**src/rtl/conv_add_tree_pipe.sv**
```systemverilog
// conv_add_tree_pipe: registered product lanes, pipelined adder tree,
// per-pixel channel accumulation with bias and saturating output.
module conv_add_tree_pipe #(
  parameter int NUM_IN = 25,
  parameter int IN_W   = 32,
  parameter int OUT_W  = 32,
  parameter int CH_NUM = 1
) (
  input  logic                    clk,
  input  logic                    rst_n,
  input  logic [NUM_IN*IN_W-1:0]  prod_i,
  input  logic                    prod_valid_i,
  input  logic [OUT_W-1:0]        bias_i,
  input  logic                    clear_i,
  output logic [OUT_W-1:0]        sum_o,
  output logic                    sum_valid_o,
  output logic                    ovf_o
);

  localparam int LEVELS = $clog2(NUM_IN);
  localparam int CHB    = $clog2(CH_NUM);
  localparam int SUM_W  = IN_W + LEVELS + CHB + 1;
  localparam int CW     = (CHB > 0) ? CHB : 1;

  localparam logic [CW-1:0] LAST = CW'(CH_NUM - 1);

  localparam logic signed [SUM_W-1:0] MAXV =
    $signed({SUM_W{1'b1}} >> (SUM_W - OUT_W + 1));
  localparam logic signed [SUM_W-1:0] MINV = ~MAXV;

  logic [IN_W-1:0]   lane_q [NUM_IN];
  logic [SUM_W-1:0]  lane_x [NUM_IN];
  logic [LEVELS:0]   v_q;

  // Input register: capture all lanes on a valid beat
  always_ff @(posedge clk or negedge rst_n) begin
    if (!rst_n) begin
      for (int k = 0; k < NUM_IN; k++) lane_q[k] <= '0;
    end else if (prod_valid_i) begin
      for (int k = 0; k < NUM_IN; k++)
        lane_q[k] <= prod_i[k*IN_W +: IN_W];
    end
  end

  // Sign-extend lanes to the accumulator width
  always_comb begin
    for (int k = 0; k < NUM_IN; k++)
      lane_x[k] = SUM_W'($signed(lane_q[k]));
  end

  // Valid shift chain; clear drops every in-flight beat
  always_ff @(posedge clk or negedge rst_n) begin
    if (!rst_n) begin
      v_q <= '0;
    end else begin
      v_q <= {v_q[LEVELS-1:0], prod_valid_i}
           & {(LEVELS+1){~clear_i}};
    end
  end

  for (genvar l = 1; l <= LEVELS; l++) begin : g_lvl
    localparam int PN = (NUM_IN + (1 << (l-1)) - 1) >> (l-1);
    localparam int CN = (NUM_IN + (1 << l) - 1) >> l;

    logic [SUM_W-1:0] q [CN];
    logic [SUM_W-1:0] d [CN];

    for (genvar i = 0; i < CN; i++) begin : g_node
      logic [SUM_W-1:0] a;
      logic [SUM_W-1:0] b;
      if (l == 1) begin : g_src0
        assign a = lane_x[2*i];
        if (2*i + 1 < PN) begin : g_pair
          assign b = lane_x[2*i+1];
        end else begin : g_odd
          assign b = '0;
        end
      end else begin : g_srcn
        assign a = g_lvl[l-1].q[2*i];
        if (2*i + 1 < PN) begin : g_pair
          assign b = g_lvl[l-1].q[2*i+1];
        end else begin : g_odd
          assign b = '0;
        end
      end
      assign d[i] = a + b;
    end

    // Tree level register: load pair sums when previous stage is valid
    always_ff @(posedge clk or negedge rst_n) begin
      if (!rst_n) begin
        for (int k = 0; k < CN; k++) q[k] <= '0;
      end else if (v_q[l-1]) begin
        for (int k = 0; k < CN; k++) q[k] <= d[k];
      end
    end
  end

  logic [SUM_W-1:0]        tree;
  logic signed [SUM_W-1:0] bias_x;
  logic signed [SUM_W-1:0] base;
  logic signed [SUM_W-1:0] acc_d;
  logic signed [SUM_W-1:0] acc_q;
  logic [CW-1:0]           ch_cnt_q;
  logic                    sat_hi;
  logic                    sat_lo;
  logic                    last;
  logic [OUT_W-1:0]        sat_val;
  logic [OUT_W-1:0]        sum_q;
  logic                    sum_valid_q;
  logic                    ovf_q;

  assign tree = g_lvl[LEVELS].q[0];

  // Next accumulator value and its saturated OUT_W form
  always_comb begin
    bias_x  = SUM_W'($signed(bias_i));
    base    = (ch_cnt_q == '0) ? bias_x : acc_q;
    acc_d   = base + $signed(tree);
    sat_hi  = acc_d > MAXV;
    sat_lo  = acc_d < MINV;
    last    = ch_cnt_q == LAST;
    sat_val = acc_d[OUT_W-1:0];
    if (sat_hi) sat_val = MAXV[OUT_W-1:0];
    if (sat_lo) sat_val = MINV[OUT_W-1:0];
  end

  // Accumulate one tree result per channel; emit on group close
  always_ff @(posedge clk or negedge rst_n) begin
    if (!rst_n) begin
      acc_q       <= '0;
      ch_cnt_q    <= '0;
      sum_q       <= '0;
      sum_valid_q <= 1'b0;
      ovf_q       <= 1'b0;
    end else if (clear_i) begin
      acc_q       <= '0;
      ch_cnt_q    <= '0;
      sum_valid_q <= 1'b0;
    end else begin
      sum_valid_q <= 1'b0;
      if (v_q[LEVELS]) begin
        acc_q <= acc_d;
        if (last) begin
          ch_cnt_q    <= '0;
          sum_q       <= sat_val;
          ovf_q       <= sat_hi | sat_lo;
          sum_valid_q <= 1'b1;
        end else begin
          ch_cnt_q <= ch_cnt_q + CW'(1);
        end
      end
    end
  end

  assign sum_o       = sum_q;
  assign sum_valid_o = sum_valid_q;
  assign ovf_o       = ovf_q;

endmodule
```
**config.mk**
```make
export PLATFORM = sky130hd
export DESIGN_NAME = conv_add_tree_pipe
export DESIGN_NICKNAME = d
export VERILOG_FILES = /design/src/rtl/conv_add_tree_pipe.sv
export SDC_FILE = /design/constraint.sdc
export NUM_CORES = 2
export LEC_CHECK = 0
export BUFFER_PORTS_ARGS = -buffer_cell sky130_fd_sc_hd__buf_4
export CAP_MARGIN = 20
export CORE_MARGIN = 4
export CORE_UTILIZATION = 61
export DETAILED_ROUTE_END_ITERATION = 16
export PLACE_DENSITY = 0.8
export REMOVE_ABC_BUFFERS = 1
export SYNTH_ARGS = -nofsm -noshare
export SYNTH_HDL_FRONTEND = slang
export SYNTH_SLANG_ARGS = --single-unit
export TNS_END_PERCENT = 5
```
**constraint.sdc**
```tcl
create_clock -name clk -period 4.05 [get_ports clk]
set_input_delay 0.2025 -clock clk [delete_from_list [all_inputs] [get_ports clk]]
set_output_delay 0.2025 -clock clk [all_outputs]
set_load 0.03 [all_outputs]
```
==> flow_summary_export.csv <==
group,metric,value,unit
grt,pin_count_of_the_biggest_net_entering_global_routing,144,
clock_network,cts_inserted_buffers,191,
synthesis,seq_area_frac_synth,42.50,%
die,die_height,423.4,um
critical_path,worst-endpoint-required,4.76,ns
critical_path,critical_path_start_end_classification,"register to register",
die,placement_rows,152,
pwr,cellInternalPower,55.21,mW
die,floorplan.initialDensity,61.36,%
drt,drtIter0Drc,6563,
synthesis,yosys_warnings,0,
timing,max_slew_headroom,27.99,%
finish,fraction_of_layout_instances_using_a_drive_strength_above_1,24.92,%
die,design.portCount,870,
grt,grt_antenna_before_repair,55,
clock_network,cts_root_buf,"sky130_fd_sc_hd__clkbuf_16",
die,width_of_the_die,423.4,um
finish,area_growth,23.35,%
clock_network,cts.sink_count,1788,
timing,worst-slew-pin-transition,1.079,ns
drt,num_vias,85150,
pwr,total_switching_power,38.05,mW
critical_path,worst_setup_path_end_kind,"register",
drt,route.detailed.wl_per_inst,23.55,um
timing,worst_skew,0.03259,ns
clock_network,clk-insertion-delay-late,0.84,ns
pwr,report.power.total,93.26,mW
synthesis,ys.flop_type,"sky130_fd_sc_hd__dfrtp_1",
critical_path,timing.critical_path.fanout_max,4,
die,coreArea,171500,um2
synthesis,synth_enable_flop_cells,0,
timing,layout_min_cycle_time,3.914,ns
pwr,netSwitchingFraction,40.80,%
timing,finalHoldViolations,0,
pwr,p_leak,59.86,nW
flow_run,drv.max_cap_violation_count,0,
outcome,result_of_the_run,"complete, no violations",
synthesis,asyncSetResetFlopFracSynth,100.0,%
timing,grt_setup_unrepaired,"no",
critical_path,worstSetupStartpointType,"register",
pwr,combPwrFrac,50.5,%
critical_path,cp_arrival,4.63,ns
synthesis,syn_avg_cell_area,10.98,um2
hold_path,worst_hold_path_type,"input pin to asynchronous set/reset pin",
drt,detailed_route_wire_length,325400,um
pwr,power_frac_seq,29.2,%
clock_network,max_clock_buf_depth,3,
grt,grt-ovfl-total,0,
synthesis,synthesis.instances,9589,
timing,setup_tns,0,ns
timing,maxSlewViolCount,0,
pwr,p_clk_share,20.3,%
placed_design,io_buffers,869,
drt,drc_errors,0,
die,die_area,179300,um2
pwr,irDropWorstVdd,0.0005757,V
drt,avgViaCountPerCell,6.163,
grt,grt_pass1_wl,502900,um
drt,postRouteAntennaNets,0,
synthesis,netlist_area,105300,um2
timing,layout_worst_path_cycle_share,96.65,%
timing,final_setup_violating_endpoints,0,
clock_network,ctsHtreeMaxLevel,4,
synthesis,synth.distinct_cells,92,
grt,grt_pass1_vias,88940,
synthesis,ffs_latches_synth,1788,
placed_design,detailedPlacementHpwl,217200,um
finish,fin_nets,13000,
clock_network,cts_tree,"yes",
clock_network,path_clk_slew,0.07,ns
pwr,cellPowerDensity,718.3,nW/um2
timing,fmax,255.5,MHz
placed_design,globalplace.congestion,0.9659,
grt,gr-usage-all-layers,35.35,%
drt,drt_pre_antenna_iters,6,
finish,layout.filler_cells,10730,
finish,final_util,75.69,%
## power groups by stage
stage | clock network [mW] | logic [mW] | registers [mW]
after floorplan | 0 | 33.5 | 25.5
after global placement | 0 | 44.0 | 27.2
after detailed placement | 0 | 45.0 | 27.4
after CTS | 19.0 | 46.2 | 27.1
after global routing | 19.8 | 51.3 | 27.7
final | 18.9 | 47.1 | 27.2
## worst max-delay path: stages (launching register included)
cell and delay, ns:
sky130_fd_sc_hd__dfrtp_1 0.42, sky130_fd_sc_hd__ha_1 0.37, sky130_fd_sc_hd__a2111oi_0 0.50, sky130_fd_sc_hd__o21ai_0 0.34
sky130_fd_sc_hd__nand2_1 0.15, sky130_fd_sc_hd__a21oi_1 0.15, sky130_fd_sc_hd__a31oi_1 0.57, sky130_fd_sc_hd__o21ai_1 0.22
sky130_fd_sc_hd__or2_2 0.34, sky130_fd_sc_hd__a31o_2 0.25, sky130_fd_sc_hd__a21oi_1 0.16, sky130_fd_sc_hd__xnor2_1 0.08
sky130_fd_sc_hd__mux2_2 0.26
## state kept, by name (all words and copies together), names as in the netlist
name            count
v_q                 6
g_lvl.g_node.b    804
g_lvl.g_node.a    906
g_lvl.q            38
sum_valid_o         1
sum_o              32
ovf_o               1
## synth_stat cells (120+ instances only)
library cell | number | area, um2
sky130_fd_sc_hd__ha_1 | 841 | 10520
sky130_fd_sc_hd__inv_1 | 258 | 968.4
sky130_fd_sc_hd__nor2_1 | 491 | 1843
sky130_fd_sc_hd__xnor2_1 | 456 | 3994
sky130_fd_sc_hd__a21o_1 | 459 | 3446
sky130_fd_sc_hd__o21a_1 | 126 | 945.9
sky130_fd_sc_hd__clkbuf_1 | 254 | 953.4
sky130_fd_sc_hd__mux2_2 | 1467 | 16520
sky130_fd_sc_hd__xor2_1 | 212 | 1857
sky130_fd_sc_hd__o21ai_0 | 446 | 2232
sky130_fd_sc_hd__nand2_1 | 501 | 1881
sky130_fd_sc_hd__a21oi_1 | 596 | 2983
sky130_fd_sc_hd__nand2b_1 | 120 | 750.7
sky130_fd_sc_hd__dfrtp_1 | 1788 | 44740
sky130_fd_sc_hd__nand3_1 | 145 | 725.7
## kinds of logic after synthesis
logic type / synth area share [%]
muxes: 15.98
xor gates and xnor gates: 5.558
adders and majority gates: 10.47
and+or+nand+nor: 8.358
buffers and inverters: 1.939
AOI/OAI and AO/OA: 15.19
DFF: 42.50
## metrics by stage
stage,hold WS [ns],area (um2),setup slack [ns],cells
2_1_floorplan,-0.09309,104200,-13.04,9309
3_3_place_gp,0.2174,114800,0.4762,12590
3_5_place_dp,0.2189,114800,0.3375,12590
4_1_cts,0.003636,129700,0.2826,13760
5_1_grt,0.04171,129800,0.02672,13810
6_report,0.01897,129800,0.1355,13820
## area by class of cell
class / instances / area (um2) / area share [%]
Clock buffer: 266 / 5475 / 4.217
Sequential cell: 1788 / 44760 / 34.47
Antenna cell: 55 / 137.6 / 0.1060
Timing Repair Buffer: 1794 / 15890 / 12.24
Tap cell: 2310 / 2890 / 2.226
Clock inverter: 82 / 1220 / 0.9395
Multi-Input combinational cell: 7260 / 58490 / 45.05
Inverter: 261 / 985.9 / 0.7593
## per-layer routing
layer / vias up / GRT usage, % / wire (um)
met5: - / 0 / 69
met4: 12 / 20.88 / 22200
met3: 1066 / 6.121 / 19110
met2: 3432 / 60.72 / 159200
met1: 41960 / 41.64 / 124800
li1: 38670 / - / -
## cell usage in the layout, fill, tap and decap left out, types with 43 or more instances in the layout
cell type,instances
sky130_fd_sc_hd__dfrtp_1,1783
sky130_fd_sc_hd__mux2_2,1467
sky130_fd_sc_hd__buf_4,944
sky130_fd_sc_hd__ha_1,841
sky130_fd_sc_hd__dlygate4sd3_1,821
sky130_fd_sc_hd__a21oi_1,596
sky130_fd_sc_hd__nand2_1,501
sky130_fd_sc_hd__nor2_1,491
sky130_fd_sc_hd__a21o_1,459
sky130_fd_sc_hd__xnor2_1,456
sky130_fd_sc_hd__o21ai_0,446
sky130_fd_sc_hd__inv_1,257
sky130_fd_sc_hd__xor2_1,212
sky130_fd_sc_hd__clkbuf_16,194
sky130_fd_sc_hd__nand3_1,145
sky130_fd_sc_hd__o21a_1,126
sky130_fd_sc_hd__nand2b_1,120
sky130_fd_sc_hd__nor3_1,117
sky130_fd_sc_hd__a211oi_1,106
sky130_fd_sc_hd__nor2b_1,90
sky130_fd_sc_hd__o31ai_1,84
sky130_fd_sc_hd__o21bai_1,83
sky130_fd_sc_hd__and3_1,63
sky130_fd_sc_hd__a31oi_1,62
sky130_fd_sc_hd__diode_2,55
sky130_fd_sc_hd__nand4_1,53
sky130_fd_sc_hd__or3_1,53
sky130_fd_sc_hd__a211o_1,45
sky130_fd_sc_hd__a31o_2,43
## final timing paths
kind,endpoint,slack (ns),cells after the start,startpoint
max in group asynchronous,g_lvl[1].g_node[4].a[13],2.56,4,rst_n
min in group clk,sum_o[14],0.07,5,bias_i[14]
max,g_lvl[2].g_node[0].a[25],0.14,12,g_lvl[1].g_node[0].b[6]
min,g_lvl[2].g_node[0].b[6],0.02,2,rst_n
max reg2reg,g_lvl[2].g_node[0].a[25],0.14,12,g_lvl[1].g_node[0].b[6]
min reg2reg,sum_o[29],0.49,2,sum_o[29]
## repair_timing
item,4_1_cts,5_1_grt
endpoints found under the hold margin,1510,0
setup endpoints to repair,0,4
resized for setup,0,2
hold buffers,821,0
setup buffers,0,0
Power figures use the tool's default switching activity.
